[config.mk]
export PLATFORM = sky130hd
export DESIGN_NAME = hazard_ctrl_flat
export DESIGN_NICKNAME = d
export VERILOG_FILES = /design/src/rtl/hazard_ctrl_pkg.sv /design/src/rtl/hazard_ctrl_if.sv /design/src/rtl/hazard_ctrl_sat_counter.sv /design/src/rtl/hazard_ctrl.sv /design/src/flat_wrapper.sv
export SDC_FILE = /design/constraint.sdc
export NUM_CORES = 1
export LEC_CHECK = 0
export BUFFER_PORTS_ARGS = -buffer_cell sky130_fd_sc_hd__buf_2
export CORE_MARGIN = 3
export CORE_UTILIZATION = 48
export DETAILED_ROUTE_END_ITERATION = 7
export GPL_ROUTABILITY_DRIVEN = 0
export MAX_ROUTING_LAYER = met4
export PLACE_DENSITY_LB_ADDON = 0.12
export SLEW_MARGIN = 20
export SYNTH_ARGS = -nofsm -noshare
export SYNTH_HDL_FRONTEND = slang
export SYNTH_SLANG_ARGS = --single-unit
[constraint.sdc]
create_clock -name clk_i -period 2.2 [get_ports clk_i]
set_clock_uncertainty 0.2 [all_clocks]
set_input_delay 0.44 -clock clk_i [delete_from_list [all_inputs] [get_ports clk_i]]
set_output_delay 0.44 -clock clk_i [all_outputs]
set_load 0.1 [all_outputs]
[src/rtl/hazard_ctrl_pkg.sv]
`default_nettype none
// ============================================================================
// Module  : hazard_ctrl_pkg
// Brief   : Shared state encoding and constants for the hazard controller.
// Revision: 1.0 - initial release
// ============================================================================
package hazard_ctrl_pkg;

    typedef enum logic [1:0] {
        IDLE     = 2'd0,
        RUN      = 2'd1,
        MEM_WAIT = 2'd2,
        ERROR    = 2'd3
    } state_e;

    localparam logic [4:0] c_reg_zero = 5'd0;

endpackage
`default_nettype wire

[src/rtl/hazard_ctrl_if.sv]
`default_nettype none
// ============================================================================
// Module  : hazard_ctrl_if
// Brief   : Hazard-detect inputs and per-stage pipeline-register controls.
// Revision: 1.0 - initial release
// ============================================================================
interface hazard_ctrl_if;
    logic       start_i;
    logic       idex_memread_i;
    logic [4:0] idex_rt_i;
    logic [4:0] ifid_rs_i;
    logic [4:0] ifid_rt_i;
    logic       branch_taken_i;
    logic       mem_req_i;
    logic       mem_ack_i;
    logic       pc_write_o;
    logic       ifid_write_o;
    logic       ifid_flush_o;
    logic       idex_write_o;
    logic       idex_bubble_o;
    logic       exmem_write_o;
    logic       memwb_bubble_o;

    // master: pipeline/environment side, slave: the controller
    modport master (
        output start_i, idex_memread_i, idex_rt_i, ifid_rs_i, ifid_rt_i,
               branch_taken_i, mem_req_i, mem_ack_i,
        input  pc_write_o, ifid_write_o, ifid_flush_o, idex_write_o,
               idex_bubble_o, exmem_write_o, memwb_bubble_o
    );

    modport slave (
        input  start_i, idex_memread_i, idex_rt_i, ifid_rs_i, ifid_rt_i,
               branch_taken_i, mem_req_i, mem_ack_i,
        output pc_write_o, ifid_write_o, ifid_flush_o, idex_write_o,
               idex_bubble_o, exmem_write_o, memwb_bubble_o
    );
endinterface
`default_nettype wire

[src/rtl/hazard_ctrl_sat_counter.sv]
`default_nettype none
// ============================================================================
// Module  : sat_counter
// Brief   : Up-counter that sticks at all-ones; cleared only by reset.
// Revision: 1.0 - initial release
// ============================================================================
module sat_counter
    import hazard_ctrl_pkg::*;
#(
    parameter int W = 16
) (
    input  wire logic         clk_i,
    input  wire logic         rst_i,
    input  wire logic         inc_i,
    output logic [W-1:0]      cnt_o
);

    logic [W-1:0] cnt_q;

    always_ff @(posedge clk_i or negedge rst_i) begin
        if (!rst_i) begin
            cnt_q <= '0;
        end else if (inc_i && (cnt_q != {W{1'b1}})) begin
            cnt_q <= cnt_q + {{(W-1){1'b0}}, 1'b1};
        end
    end

    assign cnt_o = cnt_q;

endmodule
`default_nettype wire

[src/rtl/hazard_ctrl.sv]
`default_nettype none
// ============================================================================
// Module  : hazard_ctrl
// Brief   : 5-stage pipeline sequencing: load-use, branch flush, memory wait.
// Revision: 1.0 - initial release
// ============================================================================
module hazard_ctrl
    import hazard_ctrl_pkg::*;
#(
    parameter int MEM_TIMEOUT = 16,
    parameter int CNT_W       = 16
) (
    input  wire logic             clk_i,
    input  wire logic             rst_i,
    hazard_ctrl_if.slave          hz,
    output logic                  err_o,
    output logic [CNT_W-1:0]      stall_cnt_o,
    output logic [CNT_W-1:0]      flush_cnt_o
);

    localparam logic [7:0] c_timeout = 8'(MEM_TIMEOUT);

    state_e     state_q, state_d;
    logic [7:0] wait_q, wait_d;
    logic       w_load_use;
    logic       w_stall_inc;

    assign w_load_use = hz.idex_memread_i && (hz.idex_rt_i != c_reg_zero) &&
                        ((hz.idex_rt_i == hz.ifid_rs_i) || (hz.idex_rt_i == hz.ifid_rt_i));

    always_ff @(posedge clk_i or negedge rst_i) begin
        if (!rst_i) begin
            state_q <= IDLE;
            wait_q  <= 8'd0;
        end else begin
            state_q <= state_d;
            wait_q  <= wait_d;
        end
    end

    always_comb begin
        state_d           = state_q;
        wait_d            = wait_q;
        w_stall_inc       = 1'b0;
        hz.pc_write_o     = 1'b0;
        hz.ifid_write_o   = 1'b0;
        hz.ifid_flush_o   = 1'b0;
        hz.idex_write_o   = 1'b0;
        hz.idex_bubble_o  = 1'b0;
        hz.exmem_write_o  = 1'b0;
        hz.memwb_bubble_o = 1'b0;

        case (state_q)
            IDLE: begin
                if (hz.start_i) state_d = RUN;
            end
            RUN: begin
                if (hz.mem_req_i && !hz.mem_ack_i) begin
                    hz.memwb_bubble_o = 1'b1;
                    w_stall_inc       = 1'b1;
                    state_d           = MEM_WAIT;
                    wait_d            = 8'd1;
                end else if (w_load_use) begin
                    hz.idex_write_o   = 1'b1;
                    hz.idex_bubble_o  = 1'b1;
                    hz.exmem_write_o  = 1'b1;
                    w_stall_inc       = 1'b1;
                end else begin
                    hz.pc_write_o     = 1'b1;
                    hz.ifid_write_o   = 1'b1;
                    hz.idex_write_o   = 1'b1;
                    hz.exmem_write_o  = 1'b1;
                    hz.ifid_flush_o   = hz.branch_taken_i;
                end
            end
            MEM_WAIT: begin
                if (hz.mem_ack_i) begin
                    // retiring cycle: the whole pipe advances, no hazard checks
                    hz.pc_write_o     = 1'b1;
                    hz.ifid_write_o   = 1'b1;
                    hz.idex_write_o   = 1'b1;
                    hz.exmem_write_o  = 1'b1;
                    state_d           = RUN;
                    wait_d            = 8'd0;
                end else begin
                    hz.memwb_bubble_o = 1'b1;
                    w_stall_inc       = 1'b1;
                    wait_d            = wait_q + 8'd1;
                    if (wait_d == c_timeout) state_d = ERROR;
                end
            end
            default: ;
        endcase
    end

    assign err_o = (state_q == ERROR);

    sat_counter #(.W(CNT_W)) u_stall_cnt (
        .clk_i (clk_i),
        .rst_i (rst_i),
        .inc_i (w_stall_inc),
        .cnt_o (stall_cnt_o)
    );

    sat_counter #(.W(CNT_W)) u_flush_cnt (
        .clk_i (clk_i),
        .rst_i (rst_i),
        .inc_i (hz.ifid_flush_o),
        .cnt_o (flush_cnt_o)
    );

endmodule
`default_nettype wire

[src/flat_wrapper.sv]
// flat-port wrapper written by rule: the top's interface ports become plain ports
module hazard_ctrl_flat import hazard_ctrl_pkg::*;
#(
    parameter int MEM_TIMEOUT = 16,
    parameter int CNT_W       = 16
)
  (clk_i, rst_i, err_o, stall_cnt_o, flush_cnt_o, hz_start_i, hz_idex_memread_i, hz_idex_rt_i, hz_ifid_rs_i, hz_ifid_rt_i, hz_branch_taken_i, hz_mem_req_i, hz_mem_ack_i, hz_pc_write_o, hz_ifid_write_o, hz_ifid_flush_o, hz_idex_write_o, hz_idex_bubble_o, hz_exmem_write_o, hz_memwb_bubble_o);
  hazard_ctrl_if hz_i ();
  input  wire logic clk_i;
  input  wire logic rst_i;
  output logic err_o;
  output logic [CNT_W-1:0] stall_cnt_o;
  output logic [CNT_W-1:0] flush_cnt_o;
  input wire logic [$bits(hz_i.start_i)-1:0] hz_start_i;
  input wire logic [$bits(hz_i.idex_memread_i)-1:0] hz_idex_memread_i;
  input wire logic [$bits(hz_i.idex_rt_i)-1:0] hz_idex_rt_i;
  input wire logic [$bits(hz_i.ifid_rs_i)-1:0] hz_ifid_rs_i;
  input wire logic [$bits(hz_i.ifid_rt_i)-1:0] hz_ifid_rt_i;
  input wire logic [$bits(hz_i.branch_taken_i)-1:0] hz_branch_taken_i;
  input wire logic [$bits(hz_i.mem_req_i)-1:0] hz_mem_req_i;
  input wire logic [$bits(hz_i.mem_ack_i)-1:0] hz_mem_ack_i;
  output wire logic [$bits(hz_i.pc_write_o)-1:0] hz_pc_write_o;
  output wire logic [$bits(hz_i.ifid_write_o)-1:0] hz_ifid_write_o;
  output wire logic [$bits(hz_i.ifid_flush_o)-1:0] hz_ifid_flush_o;
  output wire logic [$bits(hz_i.idex_write_o)-1:0] hz_idex_write_o;
  output wire logic [$bits(hz_i.idex_bubble_o)-1:0] hz_idex_bubble_o;
  output wire logic [$bits(hz_i.exmem_write_o)-1:0] hz_exmem_write_o;
  output wire logic [$bits(hz_i.memwb_bubble_o)-1:0] hz_memwb_bubble_o;
  assign hz_i.start_i = hz_start_i;
  assign hz_i.idex_memread_i = hz_idex_memread_i;
  assign hz_i.idex_rt_i = hz_idex_rt_i;
  assign hz_i.ifid_rs_i = hz_ifid_rs_i;
  assign hz_i.ifid_rt_i = hz_ifid_rt_i;
  assign hz_i.branch_taken_i = hz_branch_taken_i;
  assign hz_i.mem_req_i = hz_mem_req_i;
  assign hz_i.mem_ack_i = hz_mem_ack_i;
  assign hz_pc_write_o = hz_i.pc_write_o;
  assign hz_ifid_write_o = hz_i.ifid_write_o;
  assign hz_ifid_flush_o = hz_i.ifid_flush_o;
  assign hz_idex_write_o = hz_i.idex_write_o;
  assign hz_idex_bubble_o = hz_i.idex_bubble_o;
  assign hz_exmem_write_o = hz_i.exmem_write_o;
  assign hz_memwb_bubble_o = hz_i.memwb_bubble_o;
  hazard_ctrl #(.MEM_TIMEOUT(MEM_TIMEOUT), .CNT_W(CNT_W)) u_core (.clk_i(clk_i), .rst_i(rst_i), .hz(hz_i), .err_o(err_o), .stall_cnt_o(stall_cnt_o), .flush_cnt_o(flush_cnt_o));
endmodule
After elaboration in Yosys (flattened, before gate mapping):

Cells that the tools add are included.

* register bits: 42
* output and inout bits: 40
* logic and storage cells: 56

* $add $sub $neg: 3
* eq/ne operators: 11
* multiplexer cells: 25
* reductions and logical operators: 13

Operators with widths (number)
* $add A16 B1 Y16 const B: 2
* $ne A16 B16 Y1 const B: 2
* $mux W8: 2
* $pmux W8 S2: 1
* $mux W1: 13
* $eq A5 B5 Y1: 2
* $add A8 B1 Y8 const B: 1
* $eq A8 B5 Y1 const B: 1
* $mux W2: 4
* $pmux W1 S2: 4
* $pmux W2 S3: 1
* $logic_and A1 B1 Y1: 5
* $reduce_bool A5 Y1: 1
* $eq A2 B2 Y1 const B: 2
* $reduce_and A4 Y1: 1
* $ne A3 B2 Y1 const B: 1
* $reduce_bool A3 Y1: 1
* $eq A2 B1 Y1 const B: 1
* $logic_not A2 Y1: 1
* $ne A2 B1 Y1 const B: 1
* $ne A2 B2 Y1 const B: 1
* $reduce_and A2 Y1: 1
* $reduce_bool A2 Y1: 1
* $logic_not A1 Y1: 1
* $logic_or A1 B1 Y1: 1

Logic depth before layout (Yosys ltp):

* depth in word-level cells: 7
* mapped depth: 8
* mapped depth without buffers: 7

Modules after synthesis:

From an unflattened synthesis, not the netlist that was laid out.

* cell total of the unflattened synthesis: 255
* area, all modules: 2641.3 µm²

Modules (own cells, without submodules)
* sat_counter: instances 2, cells each 72, area an instance 859.6 µm², seq. area each 400.4 µm²
* hazard_ctrl: instances 1, cells each 111, area an instance 922.1 µm², seq. area each 250.2 µm²

Worst setup path after synthesis:

OpenSTA, ideal clock, no wires.

* path kind: input -> output
* from: input hz_idex_rt_i[0]
* to: output hz_pc_write_o
* arrival time: 4.124 ns
* required time: 1.560 ns
* slack: -2.564 ns
* stages: 6
* buffers on the path: 1
* path through: or4_1 -> o21a_1 -> nand2_1 -> nand2_1 -> a21boi_0 -> buf_4

* longest elaborated chain between the ends: 6
* elaborated cells between the ends (all ways): 9
* those cells by class: eq/ne (2); mux (3); reduce/logical (4)

Ends and longest elaborated chain
* start, declared: line flat_wrapper.sv:16 `input wire logic [$bits(hz_i.idex_rt_i)-1:0] hz_idex_rt_i;`
* $eq A5 B5 Y1 or $reduce_bool A5 Y1 (tied branches): line hazard_ctrl.sv:29, hazard_ctrl.sv:28
* $logic_or A1 B1 Y1 or $logic_and A1 B1 Y1 (tied branches): line hazard_ctrl.sv:29, hazard_ctrl.sv:28
* $logic_and A1 B1 Y1 (*): line hazard_ctrl.sv:28 `assign w_load_use = hz.idex_memread_i && (hz.idex_rt_i != c_reg_zero) &&`
* $mux W1 (*) (2 in a row)
* $pmux W1 S2 (*)
* end, declared: line flat_wrapper.sv:22 `output wire logic [$bits(hz_i.pc_write_o)-1:0] hz_pc_write_o;`

Mark *: on every way between the ends. The rest lies on a longest branch, timed or not.

Final worst setup path:

* from: input hz_idex_rt_i[4]
* to: output hz_pc_write_o

* longest elaborated chain between the ends: 6
* elaborated cells between the ends (all ways): 9
* those cells by class: eq/ne (2); mux (3); reduce/logical (4)

Ends and longest elaborated chain
* $eq A5 B5 Y1 or $reduce_bool A5 Y1 (tied branches): line hazard_ctrl.sv:29, hazard_ctrl.sv:28
* $logic_or A1 B1 Y1 or $logic_and A1 B1 Y1 (tied branches): line hazard_ctrl.sv:29, hazard_ctrl.sv:28
* $logic_and A1 B1 Y1 (*): line hazard_ctrl.sv:28
* $mux W1 (*): line hazard_ctrl.sv:63 `end else if (w_load_use) begin`
* $mux W1 (*): line hazard_ctrl.sv:58 `if (hz.mem_req_i && !hz.mem_ack_i) begin`
* $pmux W1 S2 (*): line hazard_ctrl.sv:53 `case (state_q)`

Marks and branches as above.

==> results.txt <==
The maximum number of pins on one net before global-route repair is 43. The largest area contributor in the netlist is dfrtp_1. The checks that failed: hold timing, setup timing.

The most common cell in the synthesized netlist is dfrtp_1. The layout filler cell count came out at 359. The count of warnings emitted by yosys is 0. The transition at the pin with the smallest max-transition slack came out at 523 ps. The worst path arrival time is 1800 ps. Summing all non-filler instances in the final layout gives an area of 3730 um2.

The synthesized design contains 42 register bits. The instance count after placement with tap cells included is 405. The worst supply voltage drop on vdd came out at 0.915 mV. In this run the horizontal extent of the chip is 77.2 um. The via count of the first global-routing pass came out at 2270. The site row count is 25. The floorplan step defined a die boundary enclosing 5960 um2. The critical path starts at hz_idex_rt_i[4]. The number of buffers created by CTS is 5. By count the netlist is led by dfrtp_1 (42), xnor2_1 (37), nand2_1 (29). The synthesized area divided by synthesized cell count is 9.70 um2. 62 I/O pins were placed. The length in cells of the worst reg-to-reg path came out at 8.

The max-slew violation count is 0. The placeable core region is 4820 um2. The synthesized net count came out at 282.

For this design, the sink count on the clock tree is 42. Setup violations remaining at the end of the flow were counted as 11. The number of nets at the end of the flow came out at 386. The post-route setup TNS is -1010 ps. In the final routed layout, each cell accounts on average for 14.2 um. In the final layout, the share of cells above drive strength 1 is 0.545.

The initial core utilization is 0.505. The register clock-pin slew on the reported worst setup and hold paths came out at 90 ps. The endpoint identified for the worst register-to-register timing path is u_core.u_stall_cnt.cnt_o[12]. The antenna cell count is 0.

The H-tree depth reported by CTS came out at 2. The unique cell type count in the Yosys netlist came out at 42. The flow ran to the end, but the final reports show violations. The worst setup path is captured at a primary output. By area the synthesized netlist is led by dfrtp_1 (43%), xnor2_1 (13%), nand3_1 (5.6%). The area added between synthesis and finish is 53.2%. The share of the Yosys chip area taken by registers is 0.432.

The post-placement worst setup slack is -315 ps. The final worst setup slack came out at -238 ps. Among all flip-flop cells after synthesis, the most frequent one is dfrtp_1. Setup repair after global routing could not meet its margin everywhere. The gate count of the mapped netlist came out at 251. The final critical path time including I/O delays and setup came out at 2440 ps. Final hold analysis gives a worst-case slack of -16.5 ps.

The number of standard cells in the layout, taps in and fillers out is 423. In this run the worst hold path is classified as input pin to asynchronous set/reset pin. After global routing the overflow that remains totals 0. The startpoint identified for the worst register-to-register timing path is u_core.state_q[0].

The reg-to-reg setup timing slack came out at 70 ps. The HPWL after detailed placement is 4260 um. The height of the chip came out at 77.2 um.

The port buffer count is 61. The achievable frequency came out at 0.410 GHz. The total DRC errors in the routed layout came out at 0. The tree is rooted in a clkbuf_8. The fraction of registers with async set or reset after synthesis is 1.00.

The worst setup path is launched from an input pin. The number of design-rule violations left by the first detailed-router iteration came out at 46. The critical path ends at hz_pc_write_o.

The maximum count of clock buffers along a single path came out at 2. The largest fanout of any net on the critical path is 2. The clock insertion delay at the later pin of the skew report is 300 ps. The first-pass GRT wire length is 10200 um. Once detail routing completed, the nets flagged for antenna violations numbered 0.

The count of endpoints failing hold in the final timing report came out at 19. The combined global-route utilization of all metal layers came out at 0.215. TritonCTS built the clock tree.

By startpoint and endpoint, the worst setup path is classified as input pin to primary output. Of the available clock period, the critical path in the final layout requires 1.11. The leakage power figure came out at 1.62 nW. The required time of the critical path is 1560 ps. The number of flops mapped to enable cells by yosys came out at 0. The post-synthesis instance area is 2430 um2. The initial antenna violation count came out at 0.

For this block, the via count after detailed routing is 2258. The routed wire length is 6020 um. Measured against its own limit, the worst slew margin works out to 0.651. The max-cap check violation count came out at 0. The total cell area at the placement stage is 3380 um2. The detailed-route vias per instance came out at 5.34. The cell area power density came out at 1170 nW/um2.

The area share of the largest cell type after synthesis is 0.432. The pre-antenna-repair detailed-routing pass consisted of 4 iterations.
[kinds of logic after synthesis]
| logic type | count (synthesis) | synth area share |
|---|---|---|
| simple gates | 110 | 0.231 |
| flops | 42 | 0.432 |
| xor+xnor | 37 | 0.133 |
| compound gates | 34 | 0.101 |
| buf+inv | 13 | 0.0298 |
| fa+ha+maj | 9 | 0.0463 |
| mux | 6 | 0.0272 |
[repair_timing]
action                                  CTS  global route
hold buffers                              0             0
pin swaps                                10             8
setup buffers                             9             1
gates resized for setup                  12            21
endpoints found under the setup margin    9            25
[critical path: stages]
cell,delay [ps]
buf_6,90
or4_4,510
o21a_1,200
nand2_2,70
nand2_2,70
a21boi_4,200
buf_12,200
[power breakdown]
group	internal (mW)	total, mW	switching, mW
registers	0.918	1.07	0.151
logic	0.957	2.66	1.71
clock network	0.340	0.625	0.284
[layer usage]
metal,up-vias,global-route usage,wire [um]
met3,8,0.0364,261
li1,1099,-,-
met2,54,0.377,3140
met5,-,-,0
met1,1097,0.251,2550
met4,0,0.0658,72
[registers in the layout, summed over array words and instances (netlist names)]
register / cells
u_core.u_flush_cnt.cnt_o: 16
u_core.u_stall_cnt.cnt_o: 16
u_core.state_q: 2
u_core.wait_q: 8
[stage by stage]
| stage | power [mW] | utilization |
|---|---|---|
| CTS | 4.33 | 0.752 |
| floorplan | 2.96 | - |
| detailed placement | 3.54 | 0.702 |
| global route | 4.57 | 0.774 |
| global placement | 3.49 | 0.702 |
| finish | 4.36 | 0.774 |
[cells in the final DEF (no fill, tap or decap), types with 3 or more instances in the layout]
cell | synthesis | final
a21oi_1 | 4 | 3
and3_1 | 10 | 9
buf_12 | 0 | 9
buf_2 | 1 | 52
buf_4 | 2 | 33
buf_6 | 2 | 7
clkbuf_8 | 0 | 5
dfrtp_1 | 42 | 15
dfrtp_2 | 0 | 24
dfrtp_4 | 0 | 3
ha_1 | 9 | 4
ha_4 | 0 | 4
inv_1 | 8 | 6
mux2_2 | 5 | 3
nand2_1 | 29 | 23
nand2_2 | 0 | 5
nand3_1 | 27 | 12
nand3_2 | 1 | 15
nand4_1 | 9 | 9
nor2_1 | 14 | 11
nor3_1 | 5 | 5
o21ai_0 | 9 | 7
xnor2_1 | 37 | 33
xnor2_2 | 0 | 4
[worst min path at each step]
stage	endpoint	startpoint	cells after the start
floorplan	u_core.state_q[0]	rst_i	0
global placement	u_core.u_flush_cnt.cnt_o[8]	u_core.u_flush_cnt.cnt_o[8]	1
detailed placement	u_core.u_stall_cnt.cnt_o[9]	u_core.u_stall_cnt.cnt_o[9]	1
CTS	u_core.u_flush_cnt.cnt_o[4]	rst_i	2
global route	u_core.u_flush_cnt.cnt_o[7]	rst_i	2
finish	u_core.u_flush_cnt.cnt_o[13]	rst_i	2
[area by class of cell]
cell class | count | area, um2 | share of cell area
Timing Repair Buffer | 102 | 782 | 0.210
Clock buffer | 5 | 68.8 | 0.0185
Multi-Input combinational cell | 196 | 1620 | 0.434
Sequential cell | 42 | 1090 | 0.293
Inverter | 8 | 37.5 | 0.0101
Clock inverter | 3 | 43.8 | 0.0117
Tap cell | 67 | 83.8 | 0.0225
No activity file was read; power rests on OpenSTA's default activity.
